$ cat src/rtl/bgr_trim_seq_if.sv
// Control and status bundle between the bandgap trim sequencer and its
// surroundings: enable, analog detector inputs, trim override, and the
// kick/trim/status outputs.
interface bgr_trim_seq_if #(
   parameter int TRIM_W = 4
);
   logic              en;
   logic              vbg_ok;
   logic              cmp_hi;
   logic              trim_ovr_en;
   logic [TRIM_W-1:0] trim_ovr;
   logic              porst;
   logic [TRIM_W-1:0] trim;
   logic              ready;
   logic              fault;
   logic              busy;

   modport master (
      output en, vbg_ok, cmp_hi, trim_ovr_en, trim_ovr,
      input  porst, trim, ready, fault, busy
   );

   modport slave (
      input  en, vbg_ok, cmp_hi, trim_ovr_en, trim_ovr,
      output porst, trim, ready, fault, busy
   );
endinterface

$ cat src/rtl/bgr_trim_seq.sv
// Bandgap start-up and trim sequencer. Kicks the core out of its zero-current
// state, waits for it to settle, binary-searches the ladder trim code against
// the external comparator, then supervises vbg and re-kicks on dropout.
//
// state  | meaning
// -------+-------------------------------------------------------------
// IDLE   | disabled; outputs at reset values, trim at mid-code
// KICK   | porst high for PULSE_CYC cycles
// SETTLE | porst low, wait SETTLE_CYC cycles, then judge vbg_ok
// SAR    | one trim bit per STEP_CYC window, MSB first
// READY  | trimmed and valid; DROP_CYC consecutive vbg_ok=0 -> re-kick
// FAULT  | start-up failed after all retries; sticky until rst / en=0
module bgr_trim_seq #(
   parameter int TRIM_W     = 4,
   parameter int PULSE_CYC  = 16,
   parameter int SETTLE_CYC = 256,
   parameter int STEP_CYC   = 32,
   parameter int MAX_RETRY  = 3,
   parameter int DROP_CYC   = 4,
   parameter int CNT_W      = 9
) (
   input logic           clk,
   input logic           rst,
   bgr_trim_seq_if.slave bus
);

   localparam int RW = (MAX_RETRY > 0) ? $clog2(MAX_RETRY + 1) : 1;
   localparam int BW = (TRIM_W > 1) ? $clog2(TRIM_W) : 1;

   localparam logic [CNT_W-1:0]  PULSE_LD  = CNT_W'(PULSE_CYC - 1);
   localparam logic [CNT_W-1:0]  SETTLE_LD = CNT_W'(SETTLE_CYC - 1);
   localparam logic [CNT_W-1:0]  STEP_LD   = CNT_W'(STEP_CYC - 1);
   localparam logic [CNT_W-1:0]  DROP_LD   = CNT_W'(DROP_CYC - 1);
   localparam logic [RW-1:0]     RETRY_MAX = RW'(MAX_RETRY);
   localparam logic [BW-1:0]     MSB_IDX   = BW'(TRIM_W - 1);
   localparam logic [TRIM_W-1:0] MID_CODE  = {1'b1, {(TRIM_W-1){1'b0}}};

   typedef enum logic [2:0] {
      S_IDLE,
      S_KICK,
      S_SETTLE,
      S_SAR,
      S_READY,
      S_FAULT
   } state_t;

   state_t            state;
   logic [CNT_W-1:0]  timer;
   logic [RW-1:0]     retry;
   logic [BW-1:0]     bit_idx;
   logic              porst_q;
   logic [TRIM_W-1:0] trim_q;
   logic              ready_q;
   logic              fault_q;
   logic              busy_q;

   logic              vbg_s1, vbg_s2;
   logic              cmp_s1, cmp_s2;
   logic              tc;
   logic [TRIM_W-1:0] sar_next;

   assign tc = (timer == '0);

   // Two-flop synchronisers for the asynchronous analog detector outputs.
   always_ff @(posedge clk) begin
      vbg_s1 <= bus.vbg_ok;
      vbg_s2 <= vbg_s1;
      cmp_s1 <= bus.cmp_hi;
      cmp_s2 <= cmp_s1;
   end

   // Trim code after the current SAR step: drop the trial bit if vbg is too
   // high, then raise the next lower bit as the following trial.
   always_comb begin
      sar_next = trim_q;
      if (cmp_s2) begin
         sar_next[bit_idx] = 1'b0;
      end
      if (bit_idx != '0) begin
         sar_next[bit_idx - 1'b1] = 1'b1;
      end
   end

   // Sequencer FSM with registered outputs; en=0 aborts like reset.
   always_ff @(posedge clk) begin
      if (rst || !bus.en) begin
         state   <= S_IDLE;
         timer   <= '0;
         retry   <= '0;
         bit_idx <= MSB_IDX;
         porst_q <= 1'b0;
         trim_q  <= MID_CODE;
         ready_q <= 1'b0;
         fault_q <= 1'b0;
         busy_q  <= 1'b0;
      end else begin
         case (state)
            S_IDLE: begin
               state   <= S_KICK;
               retry   <= '0;
               timer   <= PULSE_LD;
               porst_q <= 1'b1;
               busy_q  <= 1'b1;
               if (bus.trim_ovr_en) trim_q <= bus.trim_ovr;
            end

            S_KICK: begin
               if (bus.trim_ovr_en) trim_q <= bus.trim_ovr;
               if (tc) begin
                  state   <= S_SETTLE;
                  porst_q <= 1'b0;
                  timer   <= SETTLE_LD;
               end else begin
                  timer <= timer - 1'b1;
               end
            end

            S_SETTLE: begin
               if (!tc) begin
                  timer <= timer - 1'b1;
                  if (bus.trim_ovr_en) trim_q <= bus.trim_ovr;
               end else if (vbg_s2) begin
                  // The override choice is latched here; SAR ignores it later.
                  if (bus.trim_ovr_en) begin
                     state   <= S_READY;
                     trim_q  <= bus.trim_ovr;
                     ready_q <= 1'b1;
                     busy_q  <= 1'b0;
                     timer   <= DROP_LD;
                  end else begin
                     state   <= S_SAR;
                     trim_q  <= MID_CODE;
                     bit_idx <= MSB_IDX;
                     timer   <= STEP_LD;
                  end
               end else if (retry == RETRY_MAX) begin
                  state   <= S_FAULT;
                  fault_q <= 1'b1;
                  busy_q  <= 1'b0;
               end else begin
                  state   <= S_KICK;
                  retry   <= retry + 1'b1;
                  porst_q <= 1'b1;
                  timer   <= PULSE_LD;
                  if (bus.trim_ovr_en) trim_q <= bus.trim_ovr;
               end
            end

            S_SAR: begin
               if (tc) begin
                  trim_q <= sar_next;
                  if (bit_idx == '0) begin
                     state   <= S_READY;
                     ready_q <= 1'b1;
                     busy_q  <= 1'b0;
                     timer   <= DROP_LD;
                  end else begin
                     bit_idx <= bit_idx - 1'b1;
                     timer   <= STEP_LD;
                  end
               end else begin
                  timer <= timer - 1'b1;
               end
            end

            S_READY: begin
               if (bus.trim_ovr_en) trim_q <= bus.trim_ovr;
               // Timer doubles as the dropout filter: any vbg_ok=1 reloads it.
               if (vbg_s2) begin
                  timer <= DROP_LD;
               end else if (tc) begin
                  state   <= S_KICK;
                  ready_q <= 1'b0;
                  busy_q  <= 1'b1;
                  porst_q <= 1'b1;
                  retry   <= '0;
                  timer   <= PULSE_LD;
               end else begin
                  timer <= timer - 1'b1;
               end
            end

            S_FAULT: begin
               porst_q <= 1'b0;
               ready_q <= 1'b0;
               fault_q <= 1'b1;
               busy_q  <= 1'b0;
            end

            default: begin
               state   <= S_IDLE;
               timer   <= '0;
               retry   <= '0;
               porst_q <= 1'b0;
               trim_q  <= MID_CODE;
               ready_q <= 1'b0;
               fault_q <= 1'b0;
               busy_q  <= 1'b0;
            end
         endcase
      end
   end

   assign bus.porst = porst_q;
   assign bus.trim  = trim_q;
   assign bus.ready = ready_q;
   assign bus.fault = fault_q;
   assign bus.busy  = busy_q;

endmodule

$ cat src/flat_wrapper.sv
// flat-port wrapper written by rule: the top's interface ports become plain ports
module bgr_trim_seq_flat 
#(
   parameter int TRIM_W     = 4,
   parameter int PULSE_CYC  = 16,
   parameter int SETTLE_CYC = 256,
   parameter int STEP_CYC   = 32,
   parameter int MAX_RETRY  = 3,
   parameter int DROP_CYC   = 4,
   parameter int CNT_W      = 9
)
  (clk, rst, bus_en, bus_vbg_ok, bus_cmp_hi, bus_trim_ovr_en, bus_trim_ovr, bus_porst, bus_trim, bus_ready, bus_fault, bus_busy);
  bgr_trim_seq_if #(.TRIM_W(TRIM_W)) bus_i ();
  input logic clk;
  input logic rst;
  input wire logic [$bits(bus_i.en)-1:0] bus_en;
  input wire logic [$bits(bus_i.vbg_ok)-1:0] bus_vbg_ok;
  input wire logic [$bits(bus_i.cmp_hi)-1:0] bus_cmp_hi;
  input wire logic [$bits(bus_i.trim_ovr_en)-1:0] bus_trim_ovr_en;
  input wire logic [$bits(bus_i.trim_ovr)-1:0] bus_trim_ovr;
  output wire logic [$bits(bus_i.porst)-1:0] bus_porst;
  output wire logic [$bits(bus_i.trim)-1:0] bus_trim;
  output wire logic [$bits(bus_i.ready)-1:0] bus_ready;
  output wire logic [$bits(bus_i.fault)-1:0] bus_fault;
  output wire logic [$bits(bus_i.busy)-1:0] bus_busy;
  assign bus_i.en = bus_en;
  assign bus_i.vbg_ok = bus_vbg_ok;
  assign bus_i.cmp_hi = bus_cmp_hi;
  assign bus_i.trim_ovr_en = bus_trim_ovr_en;
  assign bus_i.trim_ovr = bus_trim_ovr;
  assign bus_porst = bus_i.porst;
  assign bus_trim = bus_i.trim;
  assign bus_ready = bus_i.ready;
  assign bus_fault = bus_i.fault;
  assign bus_busy = bus_i.busy;
  bgr_trim_seq #(.TRIM_W(TRIM_W), .PULSE_CYC(PULSE_CYC), .SETTLE_CYC(SETTLE_CYC), .STEP_CYC(STEP_CYC), .MAX_RETRY(MAX_RETRY), .DROP_CYC(DROP_CYC), .CNT_W(CNT_W)) u_core (.clk(clk), .rst(rst), .bus(bus_i));
endmodule
$ cat config.mk
export PLATFORM = sky130hd
export DESIGN_NAME = bgr_trim_seq_flat
export DESIGN_NICKNAME = d
export VERILOG_FILES = /design/src/rtl/bgr_trim_seq_if.sv /design/src/rtl/bgr_trim_seq.sv /design/src/flat_wrapper.sv
export SDC_FILE = /design/constraint.sdc
export NUM_CORES = 1
export LEC_CHECK = 0
export ABC_AREA = 1
export ABC_CLOCK_PERIOD_IN_PS = 1700
export BUFFER_PORTS_ARGS = -buffer_cell sky130_fd_sc_hd__clkbuf_2
export CORE_ASPECT_RATIO = 1.5
export CORE_UTILIZATION = 35
export CTS_BUF_LIST = sky130_fd_sc_hd__clkbuf_8
export CTS_CLUSTER_SIZE = 16
export DETAILED_ROUTE_END_ITERATION = 10
export HOLD_SLACK_MARGIN = 0.15
export SLEW_MARGIN = 10
export SYNTH_ARGS = -nofsm -noshare
export SYNTH_HDL_FRONTEND = slang
export SYNTH_SLANG_ARGS = --single-unit
$ cat constraint.sdc
create_clock -name clk -period 1.7 [get_ports clk]
set_clock_uncertainty 0.05 [all_clocks]
set_input_delay 0.085 -clock clk [delete_from_list [all_inputs] [get_ports clk]]
set_output_delay 0.085 -clock clk [all_outputs]
set_load 0.005 [all_outputs]
==> results.yml, run 1 <==
outcome:
  status: "completed"
finish:
  final_cell_mix: "nand2_1 (71), a21oi_1 (27), buf_4 (26), nor2_1 (24), dfxtp_1 (22)"
  final_layout_size_suffix_gt1_frac: 0.3121
  layout_commonest_cell: "nand2_1"
  fillers: 522
  fin_nets: 348
  insertedDiodeCount: 0
  stdcell_area_mm2: 0.002416
  syn2layout_area_growth_pct: 28.05
clock_network:
  clockBufferDepth: 2
  cts_root_buf: "clkbuf_8"
  h-tree-depth: 1
  cts_tree: "built"
  cts_sinks: 28
  cts_buffers: 3
  clkTransAtPathRegs_ns: 0.10
  insertion_delay_ns: 0.28
floorplanning:
  core_area_mm2: 0.005165
  die_h_um: 91.93
  rows: 32
  dieWidth_um: 61.95
  ios: 18
  dieArea_mm2: 0.005695
  start_util: 0.3653
worst_setup_path:
  r2r-start: "u_core.timer[0]"
  crit_fanout: 8
  path_buf_inv: 1
  start_kind: "flip-flop"
  max_stage_delay_ns: 0.34
  cpLargestDelayFamily: "simple AND/OR/NAND/NOR gates"
  critPathArrivalTime_ns: 1.75
  r2r_cells: 11
  worstSetupStartpoint: "u_core.timer[0]"
  path_cells: "inv_2, ha_4, nand2_1, nor2_2, nand2_4, nand2_2, nand3_1, nor2_4, nand2_1, o21ai_1, nor2_1"
  critPathSlowestCell: "dfxtp_2"
  cp.required_ns: 1.82
  crit_top_cell: "nand2_1"
  critPathKind: "reg2reg"
  endpoint_kind: "flip-flop"
  ff2ff_setup_slack_ns: 0.07
  cp.depth: 11
sta:
  fmax_mhz: 612.1
  rsz0062_at_grt: "yes"
  hold_slack_ns: 0.1701
  setup_viol: 0
  slew_violations: 0
  slew_headroom: 0.7684
  layout_min_cycle_time_ns: 1.634
  hold_viol_final: 0
  finalCritPeriodShare: 0.9611
  worstMarginPinSlew_ns: 0.3438
synth:
  ys_ff_latch: 28
  yosysSeqAreaShare: 0.2971
  synth_flop_cell: "dfxtp_1"
  synth_cell_type_count: 35
  avgSynthCellArea_um2: 6.691
  synthArstFlopShare: 0
  synth.yosys.warnings: 0
  syn_area_mm2: 0.001887
  postSynthCellCount: 282
  synth_edf_count: 0
  syn_nets: 299
power_and_ir_drop:
  peakVddDrop_uv: 536.2
  powerDensity_mw_per_mm2: 1077
  p_leak_nw: 1.095
  p_total_mw: 2.602
placed_design:
  gp_congestion: 0.9544
  placed_cell_area_mm2: 0.002148
  io_buffers: 17
  hpwl_um: 3806
run:
  drv_cap: 0
worst_hold_path:
  hold_start: "bus_en"
  hold_depth: 5
  hp-class: "in2reg"
drt:
  top_layer_used: "met4"
  route.met2.wl_um: 2673
  num_vias: 1931
  avgRoutedWirePerCell_um: 12.41
  wl_met1_um: 2021
  drtIter0Drc: 50
  drt_wl_total_um: 4940
  drt_first_pass_iters: 4
  drc: 0
  final_antenna_net_count: 0
  dr_wl_met3_um: 118
  vias_per_cell: 4.852
grt:
  grt_pass1_wl_um: 8321
  grt_pass1_vias: 1912
  gr-total-overflow: 0
  grt_max_degree: 19
  antenna_found_initial: 0
  grt_usage: 0.1930
## Yosys cell counts (all sizes together), types with 3 or more instances
cell / instances / share of area
a21oi: 28 / 0.076
buf: 3 / 0.016
dfxtp: 28 / 0.30
ha: 7 / 0.046
inv: 28 / 0.060
nand2: 85 / 0.19
nand3: 20 / 0.060
nor2: 41 / 0.12
nor3: 5 / 0.013
o211ai: 3 / 0.012
o21ai: 20 / 0.055
xor2: 3 / 0.014
## final timing paths
| kind | to |
|---|---|
| setup / recovery | u_core.state[1] |
| hold / removal | u_core.bit_idx[1] |
| setup reg to reg | u_core.state[1] |
| hold reg to reg | u_core.cmp_s2 |
## what timing repair did
item | CTS | global route
resized for setup | 9 | 25
hold buffers | 3 | 0
pin swaps | 5 | 11
endpoints found under the hold margin | 5 | 0
setup buffers | 2 | 11
endpoints found under the setup margin | 3 | 22
## cell families after synthesis
family                     count (synthesis)  synth area share
buffers and inverters                     34           0.08157
adders and majority gates                  7           0.04642
xor gates and xnor gates                   3           0.01393
DFF                                       28            0.2971
AOI/OAI and AO/OA                         56            0.1631
and+or+nand+nor                          154            0.3979
## final cells by class
class / instances / area (um2) / share of cell area
multi-input combinational: 220 / 1241 / 0.5137
sequential: 28 / 568.0 / 0.2351
timing repair buffer: 48 / 341.6 / 0.1414
tap: 68 / 85.08 / 0.03521
clock buffer: 4 / 55.05 / 0.02279
inverter: 30 / 125.1 / 0.05179
## worst register-to-register path, cell delays in order, from the launching register on
cell and delay [ns]:
dfxtp_2 0.34, inv_2 0.08, ha_4 0.14, nand2_1 0.06
nor2_2 0.14, nand2_4 0.12, nand2_2 0.11, nand3_1 0.12
nor2_4 0.19, nand2_1 0.06, o21ai_1 0.07, nor2_1 0.05
## metal layers
layer	up-vias	track usage
met2	39	0.3440
met5	-	0
met1	863	0.2202
met4	0	0.07963
li1	1015	-
met3	14	0.01975
## sequential cells by signal (all words and copies together), names as in the netlist
signal,cells
u_core.cmp_s1,1
u_core.retry,2
u_core.vbg_s2,1
u_core.bus.busy,1
u_core.state,3
u_core.bus.ready,1
u_core.cmp_s2,1
u_core.bit_idx,2
u_core.bus.porst,1
u_core.bus.trim,4
u_core.vbg_s1,1
u_core.timer,9
u_core.bus.fault,1
## power by group
| part | total (mW) | internal (mW) | switching [mW] |
|---|---|---|---|
| sequential | 0.820 | 0.733 | 0.0868 |
| clock | 0.417 | 0.208 | 0.210 |
| combinational | 1.36 | 0.573 | 0.792 |
| total | 2.60 | 1.51 | 1.09 |
## through the flow
stage               setup slack, ns  TNS (ns)  instances  utilization
floorplan                   0.08854         0        282            -
finish                      0.06615         0        398       0.4678
CTS                         0.02239         0        387       0.4402
global route               -0.07343   -0.1972        398       0.4678
global placement            0.02990         0        378       0.4159
detailed placement         0.003602         0        378       0.4159
Power figures use the tool's default switching activity.
==> inputs of run 2 (changes only) <==
--- a/config.mk
+++ b/config.mk
@@ -9,6 +9,7 @@
 export ABC_CLOCK_PERIOD_IN_PS = 1700
 export BUFFER_PORTS_ARGS = -buffer_cell sky130_fd_sc_hd__clkbuf_2
 export CORE_ASPECT_RATIO = 1.5
+export CORE_MARGIN = 5
 export CORE_UTILIZATION = 35
 export CTS_BUF_LIST = sky130_fd_sc_hd__clkbuf_8
 export CTS_CLUSTER_SIZE = 16
==> run 2 against run 1 <==
Effect of this change: hold slack worse by 0.0055 ns; setup slack improved by 0.022 ns; critical endpoint is now u_core.state[2]; first-iteration DRC count increased by 94%; clock-buffer cell count is 1 lower; register-to-register slack better by 0.02 ns; maximum frequency up 1.4%; combinational power is 4% lower; non-clock buffer count fell by 3; die area rose by 23%; sequential power about the same; highest routed layer unchanged.
==> results.yml, run 2 (synthesis results as in run 1) <==
worst_setup_path:
  crit_fanout: 6
  cpLargestDelayFamily: "simple AND/OR/NAND/NOR gates"
  cp.required_ns: 1.82
  max_stage_delay_ns: 0.33
  critPathSlowestCell: "dfxtp_2"
  crit_top_cell: "nand2_4"
  critPathArrivalTime_ns: 1.73
  critPathKind: "reg2reg"
  endpoint_kind: "flip-flop"
  path_buf_inv: 2
  path_cells: "inv_2, ha_4, inv_2, nor2_2, nand2_2, nor2_8, nand2_4, nand2_4, nand2_4, nor2_4, nand2_1, o21ai_1, nor2_1"
  start_kind: "flip-flop"
clock_network:
  h-tree-depth: 1
  cts_tree: "built"
  clkTransAtPathRegs_ns: 0.09
  cts_root_buf: "clkbuf_8"
  cts_sinks: 28
  insertion_delay_ns: 0.27
  cts_buffers: 3
  clockBufferDepth: 2
floorplanning:
  die_h_um: 99.93
  dieWidth_um: 69.95
  ios: 18
  dieArea_mm2: 0.006990
  core_area_mm2: 0.005205
  rows: 32
  start_util: 0.3625
drt:
  final_antenna_net_count: 0
  drt_first_pass_iters: 4
  drc: 0
  drt_wl_total_um: 4903
  drtIter0Drc: 97
  avgRoutedWirePerCell_um: 12.44
  vias_per_cell: 4.926
  num_vias: 1941
outcome:
  status: "completed"
finish:
  final_layout_size_suffix_gt1_frac: 0.3067
  regMostFlops: "u_core.timer"
  insertedDiodeCount: 0
  fin_nets: 345
  final_cell_mix: "nand2_1 (71), nor2_1 (27), a21oi_1 (27), buf_4 (24), dfxtp_1 (21)"
  syn2layout_area_growth_pct: 25.86
  largest_reg_flops: 9
  layout_commonest_cell: "nand2_1"
grt:
  grt_pass1_wl_um: 8576
  grt_pass1_vias: 1974
  grt_usage: 0.1477
  antenna_found_initial: 0
  gr-total-overflow: 0
  grt_max_degree: 19
placed_design:
  hpwl_um: 3875
  gp_congestion: 0.9510
  io_buffers: 17
  pre_cts_ws_ns: -0.03100
sta:
  slew_violations: 0
  tns_ns: 0
  rsz0062_at_grt: "yes"
  fmax_mhz: 620.4
  layout_min_cycle_time_ns: 1.612
  hold_viol_final: 0
  setup_viol: 0
  finalCritPeriodShare: 0.9481
  slew_headroom: 0.7542
  worstMarginPinSlew_ns: 0.3649
  setup_slack_ns: 0.08816
power_and_ir_drop:
  p_leak_nw: 1.091
  peakVddDrop_uv: 385.5
  powerDensity_mw_per_mm2: 1044
  p_total_mw: 2.480
worst_hold_path:
  hp-class: "in2reg"
run:
  drv_cap: 0
-- run 2: worst reg2reg max path, stage by stage (launching register included) --
cell and delay, ns:
dfxtp_2 0.33, inv_2 0.07, ha_4 0.14, inv_2 0.03, nor2_2 0.08, nand2_2 0.09
nor2_8 0.16, nand2_4 0.08, nand2_4 0.08, nand2_4 0.06, nor2_4 0.15, nand2_1 0.07
o21ai_1 0.08, nor2_1 0.06
-- run 2: path summary, 6_finish.rpt --
kind | start | endpoint | slack [ns] | cells past startpoint
worst min-delay path | bus_en | u_core.bit_idx[0] | 0.16 | 5
worst max-delay path | u_core.timer[0] | u_core.state[2] | 0.09 | 13
worst min register to register | u_core.vbg_s1 | u_core.vbg_s2 | 0.28 | 0
worst max register to register | u_core.timer[0] | u_core.state[2] | 0.09 | 13
-- run 2: metrics by stage --
step / std cells / instance area [um2] / hold slack, ns / util
after floorplan: 282 / 1887 / 0.06272 / -
after global placement: 383 / 2186 / 0.1406 / 0.4200
after detailed placement: 383 / 2186 / 0.1399 / 0.4200
after CTS: 392 / 2305 / 0.1639 / 0.4428
after global routing: 394 / 2375 / 0.1782 / 0.4563
final: 394 / 2375 / 0.1646 / 0.4563
-- run 2: what timing repair did --
action,in CTS,in global routing
hold buffers,3,0
hold endpoints to repair,5,0
endpoints found under the setup margin,6,22
gates resized for setup,9,20
buffers inserted,3,2
pin swaps,6,9
-- run 2: final cells by class --
type                    instances  area [um2]
repair buffers                 45       315.3
well taps                      68       85.08
fillers                       563        2830
multi-input cells             220        1244
flip-flops and latches         28       569.3
inverters                      30       120.1
clock buffers                   3       41.29
-- run 2: per-layer routing --
metal	vias up	global-route usage	part of all wire
met5	-	0	0
met4	0	0.06195	0.023
met3	11	0.01603	0.030
met2	45	0.2848	0.56
met1	876	0.1608	0.39
li1	1009	-	-
-- run 2: power breakdown --
part | total [mW] | leakage (nW) | internal [mW] | switching (mW)
logic | 1.31 | 0.839 | 0.537 | 0.769
registers | 0.820 | 0.231 | 0.733 | 0.0871
clock network | 0.354 | 0.0216 | 0.159 | 0.195
total | 2.48 | 1.09 | 1.43 | 1.05
==> inputs of run 3 (changes only) <==
--- a/config.mk
+++ b/config.mk
@@ -6,7 +6,7 @@
 export NUM_CORES = 1
 export LEC_CHECK = 0
 export ABC_AREA = 1
-export ABC_CLOCK_PERIOD_IN_PS = 1700
+export ABC_CLOCK_PERIOD_IN_PS = 1500
 export BUFFER_PORTS_ARGS = -buffer_cell sky130_fd_sc_hd__clkbuf_2
 export CORE_ASPECT_RATIO = 1.5
 export CORE_MARGIN = 5
==> constraint.sdc (replaced) <==
create_clock -name clk -period 1.5 [get_ports clk]
set_clock_uncertainty 0.05 [all_clocks]
set_input_delay 0.075 -clock clk [delete_from_list [all_inputs] [get_ports clk]]
set_output_delay 0.075 -clock clk [all_outputs]
set_load 0.005 [all_outputs]
==> run 3 against run 2 <==
Effect of this change: the flow now finishes with violations (negative setup slack); sequential power grew 11%; flip-flop and latch count stayed put; hold slack better by 0.0050 ns; critical path type unchanged; power grew 30%; first-iteration DRC count fell by 30%; clock power up 39%; maximum frequency decreased by 2.5%; sequential share of layout area fell by 2.8 points; register-to-register slack got worse by 0.24 ns; utilization grew 5.9 points; non-clock buffer count is 30 higher.
==> results.yml, run 3 (synthesis results as in run 1) <==
placed_design:
  io_buffers: 17
  gp_congestion: 0.9542
  hpwl_um: 4183
  pre_cts_ws_ns: -0.1452
  placed_cell_area_mm2: 0.002451
  numPlacedInstances: 415
grt:
  antenna_found_initial: 0
  gr-total-overflow: 0
  grt_pass1_vias: 2036
  grt_pass1_wl_um: 8949
  grt_max_degree: 19
  grt_usage: 0.1576
sta:
  hold_slack_ns: 0.1696
  setup_viol: 22
  tns_ns: -1.854
  rsz0062_at_grt: "yes"
  slew_violations: 0
  setup_slack_ns: -0.1536
  fmax_mhz: 604.8
  finalCritPeriodShare: 1.102
  slew_headroom: 0.7196
  layout_min_cycle_time_ns: 1.654
  hold_viol_final: 0
  worstMarginPinSlew_ns: 0.4162
clock_network:
  cts_tree: "built"
  insertion_delay_ns: 0.29
  clkTransAtPathRegs_ns: 0.10
  cts_sinks: 28
  h-tree-depth: 1
  cts_root_buf: "clkbuf_8"
  clockBufferDepth: 2
  cts_buffers: 3
floorplanning:
  die_h_um: 99.93
  rows: 32
  dieWidth_um: 69.95
  start_util: 0.3625
  core_area_mm2: 0.005205
  ios: 18
  dieArea_mm2: 0.006990
finish:
  multiInputGateArea_mm2: 0.001291
  fin_nets: 375
  regArea_um2: 566.8
  regMostFlops: "u_core.timer"
  final_layout_size_suffix_gt1_frac: 0.4034
  instances_no_fill: 425
  stdcell_area_mm2: 0.002683
  syn2layout_area_growth_pct: 42.17
  final_cell_mix: "nand2_1 (65), buf_4 (49), nor2_1 (23), a21oi_1 (23), dfxtp_1 (23)"
  insertedDiodeCount: 0
  layout_commonest_cell: "nand2_1"
  largest_reg_flops: 9
  post-route-util: 0.5154
  fillers: 559
drt:
  final_antenna_net_count: 0
  drtIter0Drc: 68
  num_vias: 2063
  drt_first_pass_iters: 4
  drc: 0
  avgRoutedWirePerCell_um: 12.81
  vias_per_cell: 4.854
  drt_wl_total_um: 5444
worst_setup_path:
  endpoint_kind: "flip-flop"
  crit_fanout: 5
  ff2ff_setup_slack_ns: -0.15
  cp.required_ns: 1.63
  critPathArrivalTime_ns: 1.78
  critPathKind: "reg2reg"
  r2r_cells: 12
  start_kind: "flip-flop"
power_and_ir_drop:
  peakVddDrop_uv: 478.2
  powerDensity_mw_per_mm2: 1199
  p_total_mw: 3.217
  p_leak_nw: 1.246
outcome:
  status: "finished, violations left"
  violations: "negative setup slack"
worst_hold_path:
  hp-class: "in2reg"
  hold_depth: 6
run:
  drv_cap: 0
==> run 3: cell types whose count changed in the layout (fill, tap and decap cells not counted), sizes merged <==
cell	previous run	this run
clkbuf	20	21
buf	25	55
==> run 3: area by class of cell <==
type | instances | area share
Inverter | 30 | 0.04664
Sequential cell | 28 | 0.2113
Multi-Input combinational cell | 220 | 0.4813
Tap cell | 68 | 0.03172
Timing Repair Buffer | 75 | 0.2085
Clock buffer | 4 | 0.02052
==> run 3: worst paths after layout <==
kind                                       from               end
worst min-delay path                     bus_en  u_core.bus.porst
worst max register to register  u_core.timer[1]   u_core.timer[6]
worst max-delay path            u_core.timer[1]   u_core.timer[6]
worst min register to register    u_core.cmp_s1     u_core.cmp_s2
==> run 3: where the power goes <==
part           leakage (nW)  switching [mW]  total, mW  internal, mW
Sequential            0.232          0.0766      0.907         0.831
Clock                0.0288           0.257      0.493         0.236
Combinational         0.986            1.01       1.82         0.807
Total                  1.25            1.34       3.22          1.87
==> run 3: per-layer routing <==
layer  routed length (um)  track usage  vias up  part of all wire
met5                    0            0        -                 0
met4                  165      0.08112        0             0.030
met2                 2961       0.3037       42              0.54
met1                 2132       0.1618      944              0.39
li1                     -            -     1066                 -
met3                  184      0.02305       11             0.034
==> run 3: critical path, cell delays in order, from the launching register on <==
cell     delay (ns)
dfxtp_2        0.34
inv_2          0.07
ha_4           0.14
inv_2          0.03
nor2_2         0.10
nand2_2        0.09
nor2_8         0.14
buf_4          0.15
nor2_4         0.03
nor2_2         0.14
nand3_2        0.11
o21ai_0        0.09
a21oi_1        0.08
==> run 3: repair_timing <==
item	CTS	global route
setup endpoints to repair	24	24
gates resized for setup	31	14
buffers inserted	2	3
endpoints found under the hold margin	5	0
pin swaps	11	9
hold buffers	3	0
